## config.mk

```make
export PLATFORM = sky130hd
export DESIGN_NAME = gen_sequencer
export DESIGN_NICKNAME = d
export VERILOG_FILES = /design/src/rtl/gen_seq_pkg.sv /design/src/rtl/gen_seq_table.sv /design/src/rtl/gen_sequencer.sv
export SDC_FILE = /design/constraint.sdc
export NUM_CORES = 2
export LEC_CHECK = 0
export BUFFER_PORTS_ARGS = -buffer_cell sky130_fd_sc_hd__buf_2
export CAP_MARGIN = 20
export CORE_AREA = 2 2 439 441
export DETAILED_ROUTE_END_ITERATION = 12
export DIE_AREA = 0 0 441 443
export GPL_TIMING_DRIVEN = 0
export REMOVE_ABC_BUFFERS = 1
export SLEW_MARGIN = 20
export SYNTH_ARGS = -nofsm -noshare
export SYNTH_HDL_FRONTEND = slang
export SYNTH_SLANG_ARGS = --single-unit
```

## constraint.sdc

```tcl
create_clock -name clk -period 3.4 [get_ports clk]
set_input_delay 0.34 -clock clk [delete_from_list [all_inputs] [get_ports clk]]
set_output_delay 0.34 -clock clk [all_outputs]
set_load 0.03 [all_outputs]
```

## src/rtl/gen_seq_pkg.sv

```systemverilog
// Shared types and constants for the generator sequencer: FSM state encoding
// and config-table field indices.
package gen_seq_pkg;

   typedef enum logic [2:0] {
      S_IDLE  = 3'd0,
      S_LOAD  = 3'd1,
      S_RUN   = 3'd2,
      S_GUARD = 3'd3,
      S_WAIT  = 3'd4,
      S_FIN   = 3'd5
   } state_t;

   localparam int NUM_FLDS = 7;

   localparam logic [2:0] FLD_ITER   = 3'd0;
   localparam logic [2:0] FLD_PERIOD = 3'd1;
   localparam logic [2:0] FLD_DUTY   = 3'd2;
   localparam logic [2:0] FLD_START  = 3'd3;
   localparam logic [2:0] FLD_SHIFT  = 3'd4;
   localparam logic [2:0] FLD_INCR   = 3'd5;
   localparam logic [2:0] FLD_DELAY  = 3'd6;

endpackage

```

## src/rtl/gen_seq_table.sv

```systemverilog
// DEPTH x NUM_FLDS x 32 config register file: one field write port and one
// asynchronous whole-entry read port. Contents clear on reset.
module gen_seq_table
   import gen_seq_pkg::*;
#(
   parameter int DEPTH = 8,
   parameter int IDX_W = 3
) (
   input  logic                         clk,
   input  logic                         rst_n,
   input  logic                         we,
   input  logic [IDX_W-1:0]             widx,
   input  logic [2:0]                   wfld,
   input  logic [31:0]                  wdata,
   input  logic [IDX_W-1:0]             ridx,
   output logic [NUM_FLDS-1:0][31:0]    rdata
);

   logic [NUM_FLDS-1:0][31:0] mem [DEPTH];

   // Field code 7 matches no loop iteration, so it never writes.
   always_ff @(posedge clk or negedge rst_n) begin
      if (!rst_n) begin
         for (int i = 0; i < DEPTH; i++) begin
            mem[i] <= '0;
         end
      end else if (we) begin
         for (int f = 0; f < NUM_FLDS; f++) begin
            if (wfld == 3'(f)) begin
               mem[widx][f] <= wdata;
            end
         end
      end
   end

   assign rdata = mem[ridx];

endmodule

```

## src/rtl/gen_sequencer.sv

```systemverilog
// Steps a Generator through a programmed list of config entries, one run per entry.
// Optional GEN_SEQ_REPEAT_EN adds repeat_i for repeat_i+1 passes over the list.
module gen_sequencer
   import gen_seq_pkg::*;
#(
   parameter int DEPTH    = 8,
   parameter int IDX_W    = $clog2(DEPTH),
   parameter int PERIOD_W = 16
) (
   input  logic                clk,
   input  logic                rst_n,
   input  logic                cfg_we_i,
   input  logic [IDX_W-1:0]    cfg_idx_i,
   input  logic [2:0]          cfg_fld_i,
   input  logic [31:0]         cfg_data_i,
   input  logic                start_i,
   input  logic [IDX_W:0]      num_i,
   input  logic                abort_i,
   input  logic                gen_done_i,
`ifdef GEN_SEQ_REPEAT_EN
   input  logic [15:0]         repeat_i,
`endif
   output logic                gen_run_o,
   output logic [31:0]         gen_iter_o,
   output logic [PERIOD_W-1:0] gen_period_o,
   output logic [PERIOD_W-1:0] gen_duty_o,
   output logic [31:0]         gen_start_o,
   output logic [31:0]         gen_shift_o,
   output logic [31:0]         gen_incr_o,
   output logic [31:0]         gen_delay_o,
   output logic                busy_o,
   output logic [IDX_W-1:0]    idx_o,
   output logic                done_o,
   output state_t              state_o
);

   localparam logic [IDX_W:0] DEPTH_N = (IDX_W+1)'(DEPTH);

   state_t                    state, nxt;
   logic [IDX_W-1:0]          idx;
   logic [IDX_W:0]            num;
   logic [NUM_FLDS-1:0][31:0] rdata;
   logic                      load_en, idx_clr, idx_inc, latch, last;
   logic                      run_c, done_c;
`ifdef GEN_SEQ_REPEAT_EN
   logic [15:0]               rep_cnt, rep_max;
   logic                      rep_inc;
`endif

   gen_seq_table #(.DEPTH(DEPTH), .IDX_W(IDX_W)) u_table (
      .clk   (clk),
      .rst_n (rst_n),
      .we    (cfg_we_i && (state == S_IDLE)),
      .widx  (cfg_idx_i),
      .wfld  (cfg_fld_i),
      .wdata (cfg_data_i),
      .ridx  (idx),
      .rdata (rdata)
   );

   assign last = ({1'b0, idx} == (num - 1'b1));

   always_comb begin
      nxt     = state;
      load_en = 1'b0;
      idx_clr = 1'b0;
      idx_inc = 1'b0;
      latch   = 1'b0;
      run_c   = 1'b0;
      done_c  = 1'b0;
`ifdef GEN_SEQ_REPEAT_EN
      rep_inc = 1'b0;
`endif
      case (state)
         S_IDLE: if (start_i) begin
            latch   = 1'b1;
            idx_clr = 1'b1;
            nxt     = (num_i == '0) ? S_FIN : S_LOAD;
         end
         S_LOAD: begin
            load_en = 1'b1;
            nxt     = S_RUN;
         end
         S_RUN: begin
            run_c = 1'b1;
            nxt   = S_GUARD;
         end
         // A done level left over from the previous run must not end this one.
         S_GUARD: nxt = S_WAIT;
         S_WAIT: if (gen_done_i) begin
            if (last) begin
`ifdef GEN_SEQ_REPEAT_EN
               if (rep_cnt < rep_max) begin
                  rep_inc = 1'b1;
                  idx_clr = 1'b1;
                  nxt     = S_LOAD;
               end else begin
                  nxt = S_FIN;
               end
`else
               nxt = S_FIN;
`endif
            end else begin
               idx_inc = 1'b1;
               nxt     = S_LOAD;
            end
         end
         S_FIN: begin
            done_c = 1'b1;
            nxt    = S_IDLE;
         end
         default: nxt = S_IDLE;
      endcase
      if (abort_i && (state != S_IDLE)) begin
         nxt     = S_IDLE;
         load_en = 1'b0;
         idx_clr = 1'b0;
         idx_inc = 1'b0;
         run_c   = 1'b0;
         done_c  = 1'b0;
`ifdef GEN_SEQ_REPEAT_EN
         rep_inc = 1'b0;
`endif
      end
   end

   always_ff @(posedge clk or negedge rst_n) begin
      if (!rst_n) begin
         state        <= S_IDLE;
         idx          <= '0;
         num          <= '0;
         gen_iter_o   <= '0;
         gen_period_o <= '0;
         gen_duty_o   <= '0;
         gen_start_o  <= '0;
         gen_shift_o  <= '0;
         gen_incr_o   <= '0;
         gen_delay_o  <= '0;
      end else begin
         state <= nxt;
         if (latch) num <= (num_i > DEPTH_N) ? DEPTH_N : num_i;
         if (idx_clr)      idx <= '0;
         else if (idx_inc) idx <= idx + 1'b1;
         if (load_en) begin
            gen_iter_o   <= rdata[FLD_ITER];
            gen_period_o <= rdata[FLD_PERIOD][PERIOD_W-1:0];
            gen_duty_o   <= rdata[FLD_DUTY][PERIOD_W-1:0];
            gen_start_o  <= rdata[FLD_START];
            gen_shift_o  <= rdata[FLD_SHIFT];
            gen_incr_o   <= rdata[FLD_INCR];
            gen_delay_o  <= rdata[FLD_DELAY];
         end
      end
   end

`ifdef GEN_SEQ_REPEAT_EN
   always_ff @(posedge clk or negedge rst_n) begin
      if (!rst_n) begin
         rep_cnt <= '0;
         rep_max <= '0;
      end else if (latch) begin
         rep_cnt <= '0;
         rep_max <= repeat_i;
      end else if (rep_inc) begin
         rep_cnt <= rep_cnt + 16'd1;
      end
   end
`endif

   assign gen_run_o = run_c;
   assign done_o    = done_c;
   assign busy_o    = (state != S_IDLE);
   assign idx_o     = idx;
   assign state_o   = state;

endmodule

```

==> flow_metrics.py <==
metrics = {
    "yosys": {
        "yosysWarnings": 0,
        "ys_async_sr_fraction": 1.00,
        "synthCells": 5057,
        "synth_seq_cells": 1738,
        "synth.avg_cell_area_um2": 15.0,
        "synth_edf_count": 0,
        "ys.flop_type": "dfrtp_1",
        "syn_area_um2": 75900,
        "yosysSeqAreaShare": 0.573,
        "ys_types": 51,
    },
    "grt": {
        "grt_pass1_vias": 45300,
        "grt_max_degree": 138,
        "antenna_found_initial": 9,
        "grt.total_usage": 0.200,
        "grt_pass1_wl_um": 296000,
        "grt_overflow_total": 0,
    },
    "power_and_ir_drop": {
        "total_leakage_power_nw": 40.3,
        "p_total_w": 0.0619,
        "power.density_nw_per_um2": 708,
        "max-vdd-ir-drop_mv": 0.461,
    },
    "clock_tree": {
        "clock_sinks": 1738,
        "clk_path_buf_depth": 3,
        "cts_htree_levels": 4,
        "cts_inserted_buffers": 178,
        "cts_tree": "yes",
        "clkTransAtPathRegs_ns": 0.06,
        "clock_latency_ns": 0.82,
        "cts_root_buffer": "clkbuf_16",
    },
    "die": {
        "io_pins": 249,
        "core_area_um2": 191000,
        "die_x_um": 441,
        "die_y_um": 443,
        "die_area_um2": 195000,
        "initial_core_util": 0.397,
        "rows": 161,
    },
    "setup_path": {
        "startpoint_type": "flip-flop",
        "r2r-end": "u_table.mem[469]",
        "path_common_cell": "buf_16",
        "ff2ff_setup_slack_ns": 0.12,
        "reg2reg_from": "state_o[1]",
        "slowest_delay_ns": 0.78,
        "crit_buf_inv": 2,
        "worstSetupPathType": "reg -> reg",
        "crit_chain": "or4b_4 > or4_1 > nor2_4 > buf_16 > buf_16 > mux2_2",
        "crit_path_max_fanout": 15,
        "slowest_stage": "or4_1",
        "arrival_ns": 3.96,
        "crit_family": "simple AND/OR/NAND/NOR gates",
        "timing.reg2reg.worst_path_depth": 6,
        "critPathCaptureType": "flip-flop",
        "critPathRequiredTime_ns": 4.08,
    },
    "layout": {
        "design_area_um2": 87400,
        "seq_area_um2": 43500,
        "synthToLayoutAreaGrowth_pct": 15.2,
        "layout.nets": 5215,
        "drive_gt1_frac": 0.501,
        "final_core_util": 0.457,
        "multiInputGateArea_um2": 30500,
        "nFillCells": 16600,
    },
    "timing": {
        "layout_min_cycle_time_ns": 3.28,
        "worstMarginPinSlew_ns": 1.09,
        "fmax_mhz": 305,
        "fin_skew_ns": 0.0289,
        "relSlewSlack": 0.275,
        "post-route-period-util": 0.966,
        "drv_slew": 0,
        "setup_slack_ns": 0.117,
        "final-hold-violation-count": 0,
        "rsz0062_at_grt": "no",
        "setup_violations": 0,
    },
    "route": {
        "drt_iter0_drc": 2475,
        "drc": 0,
        "via_count": 42500,
        "viasPerCell": 5.42,
        "ant_nets": 0,
        "wire_per_inst_um": 24.6,
        "drt_first_pass_iters": 5,
        "wirelength_um": 193000,
    },
    "worst_hold_path": {
        "hold_class": "in -> async",
    },
    "run": {
        "max_cap_viol_count": 0,
    },
    "outcome": {
        "status": "finished clean",
    },
    "place": {
        "dpl_cell_area_um2": 80900,
        "portBuffers": 248,
        "pre_cts_ws_ns": -0.499,
        "dpl.hpwl_um": 116000,
        "place_congestion": 0.752,
    },
}
==> worst max path at each step <==
stage | startpoint | slack, ns | endpoint | cells after the start
floorplan | state_o[1] | -17.58 | state_o[1] | 3
global placement | state_o[1] | -36.76 | gen_period_o[8] | 3
detailed placement | state_o[1] | -0.50 | u_table.mem[1665] | 6
CTS | state_o[1] | 0.002 | u_table.mem[1589] | 5
global route | rst_n | 0.006 | u_table.mem[589] | 7
finish | state_o[1] | 0.12 | u_table.mem[469] | 6
==> metrics by stage <==
step	hold WS [ns]	instances	TNS, ns
4_1_cts	0.0787	7818	0
5_1_grt	0.106	7836	0
2_1_floorplan	0.0444	4575	-3355.68
6_report	0.102	7843	0
3_5_place_dp	0.335	7475	-118.05
3_3_place_gp	0.463	7349	-
==> flip-flops by register name, summed over array words and instances (netlist names) <==
register and count:
gen_start_o 32, gen_delay_o 32, gen_period_o 16, state_o 3, gen_incr_o 32, idx_o 3, num 4, gen_shift_o 32
u_table.mem 1536, gen_duty_o 16, gen_iter_o 32
==> cells in the final DEF, fill, tap and decap left out, types with 4 or more instances in the layout <==
| cell | n |
|---|---|
| bufinv_16 | 10 |
| nand2_2 | 16 |
| clkinv_2 | 29 |
| clkbuf_1 | 36 |
| buf_4 | 59 |
| clkbuf_16 | 182 |
| inv_6 | 6 |
| nand2b_1 | 4 |
| mux2_1 | 20 |
| clkbuf_8 | 52 |
| inv_1 | 4 |
| buf_6 | 8 |
| a31oi_1 | 193 |
| clkinvlp_4 | 4 |
| buf_16 | 54 |
| mux2_2 | 1516 |
| nand3b_1 | 5 |
| nor2_1 | 200 |
| clkinv_8 | 4 |
| diode_2 | 9 |
| nand2_1 | 397 |
| buf_2 | 231 |
| mux4_2 | 384 |
| nand2_4 | 8 |
| dfrtp_1 | 1735 |
| buf_12 | 43 |
| dlygate4sd3_1 | 12 |
| nor2_4 | 30 |
==> Yosys cell counts (4+ instances only) <==
| cell | instances | area share |
|---|---|---|
| dfrtp_1 | 1738 | 0.57 |
| inv_1 | 4 | 0.00020 |
| nor2_4 | 17 | 0.0025 |
| nand3b_1 | 5 | 0.00049 |
| nor2_2 | 5 | 0.00041 |
| nor3_1 | 4 | 0.00026 |
| clkbuf_1 | 287 | 0.014 |
| mux2_1 | 20 | 0.0030 |
| buf_6 | 12 | 0.0018 |
| buf_4 | 21 | 0.0021 |
| buf_2 | 62 | 0.0041 |
| buf_1 | 100 | 0.0049 |
| mux4_2 | 384 | 0.11 |
| nor2_1 | 208 | 0.010 |
| a31oi_1 | 193 | 0.016 |
| nand2b_1 | 4 | 0.00033 |
| nand2_1 | 421 | 0.021 |
| mux2_2 | 1516 | 0.23 |
==> metal layers <==
layer  GRT usage  routed length (um)  vias up
met1       0.257               81200    23100
li1            -                   -    18600
met5           0                   0        -
met3      0.0361                7880      262
met4      0.0627                5440        0
met2       0.344               98500      611
==> area by class of cell <==
cell class,count,share of cell area
Clock buffer,269,0.0615
Inverter,5,0.000272
Antenna cell,9,0.000258
Clock inverter,54,0.00701
Sequential cell,1738,0.498
Tap cell,2526,0.0361
Multi-Input combinational cell,2832,0.349
Timing Repair Buffer,410,0.0482
==> logic make-up after synthesis <==
family / share of synthesized area
AO/OA/AOI/OAI: 0.0170
multiplexers: 0.342
buffers and inverters: 0.0273
flip-flops: 0.573
adder cells (fa/ha/maj): 0.000330
AND/OR/NAND/NOR: 0.0394
XOR/XNOR: 0.000544
==> power breakdown <==
| part | internal, W | total, W | leakage [nW] | switching (W) |
|---|---|---|---|---|
| registers | 0.0254 | 0.0278 | 23.3 | 0.00246 |
| clock network | 0.0117 | 0.0199 | 2.97 | 0.00828 |
| logic | 0.00639 | 0.0141 | 14.1 | 0.00774 |
| total | 0.0434 | 0.0619 | 40.3 | 0.0185 |
==> what timing repair did <==
item                                    in CTS  in global routing
resized for setup                            2                  1
buffers inserted                             8                 15
hold buffers                                12                  0
pin swaps                                    6                  7
endpoints found under the hold margin      174                  0
endpoints found under the setup margin     694                311
gates cloned                                 0                  1
==> worst register-to-register path: cells and delay by family, from the launching register on <==
family | cells | cell delay (ns)
multiplexers | 1 | 0.36
flip-flops | 1 | 0.50
buffers and inverters | 2 | 0.39
AND/OR/NAND/NOR | 3 | 1.89
(Power assumes the default switching activity.)
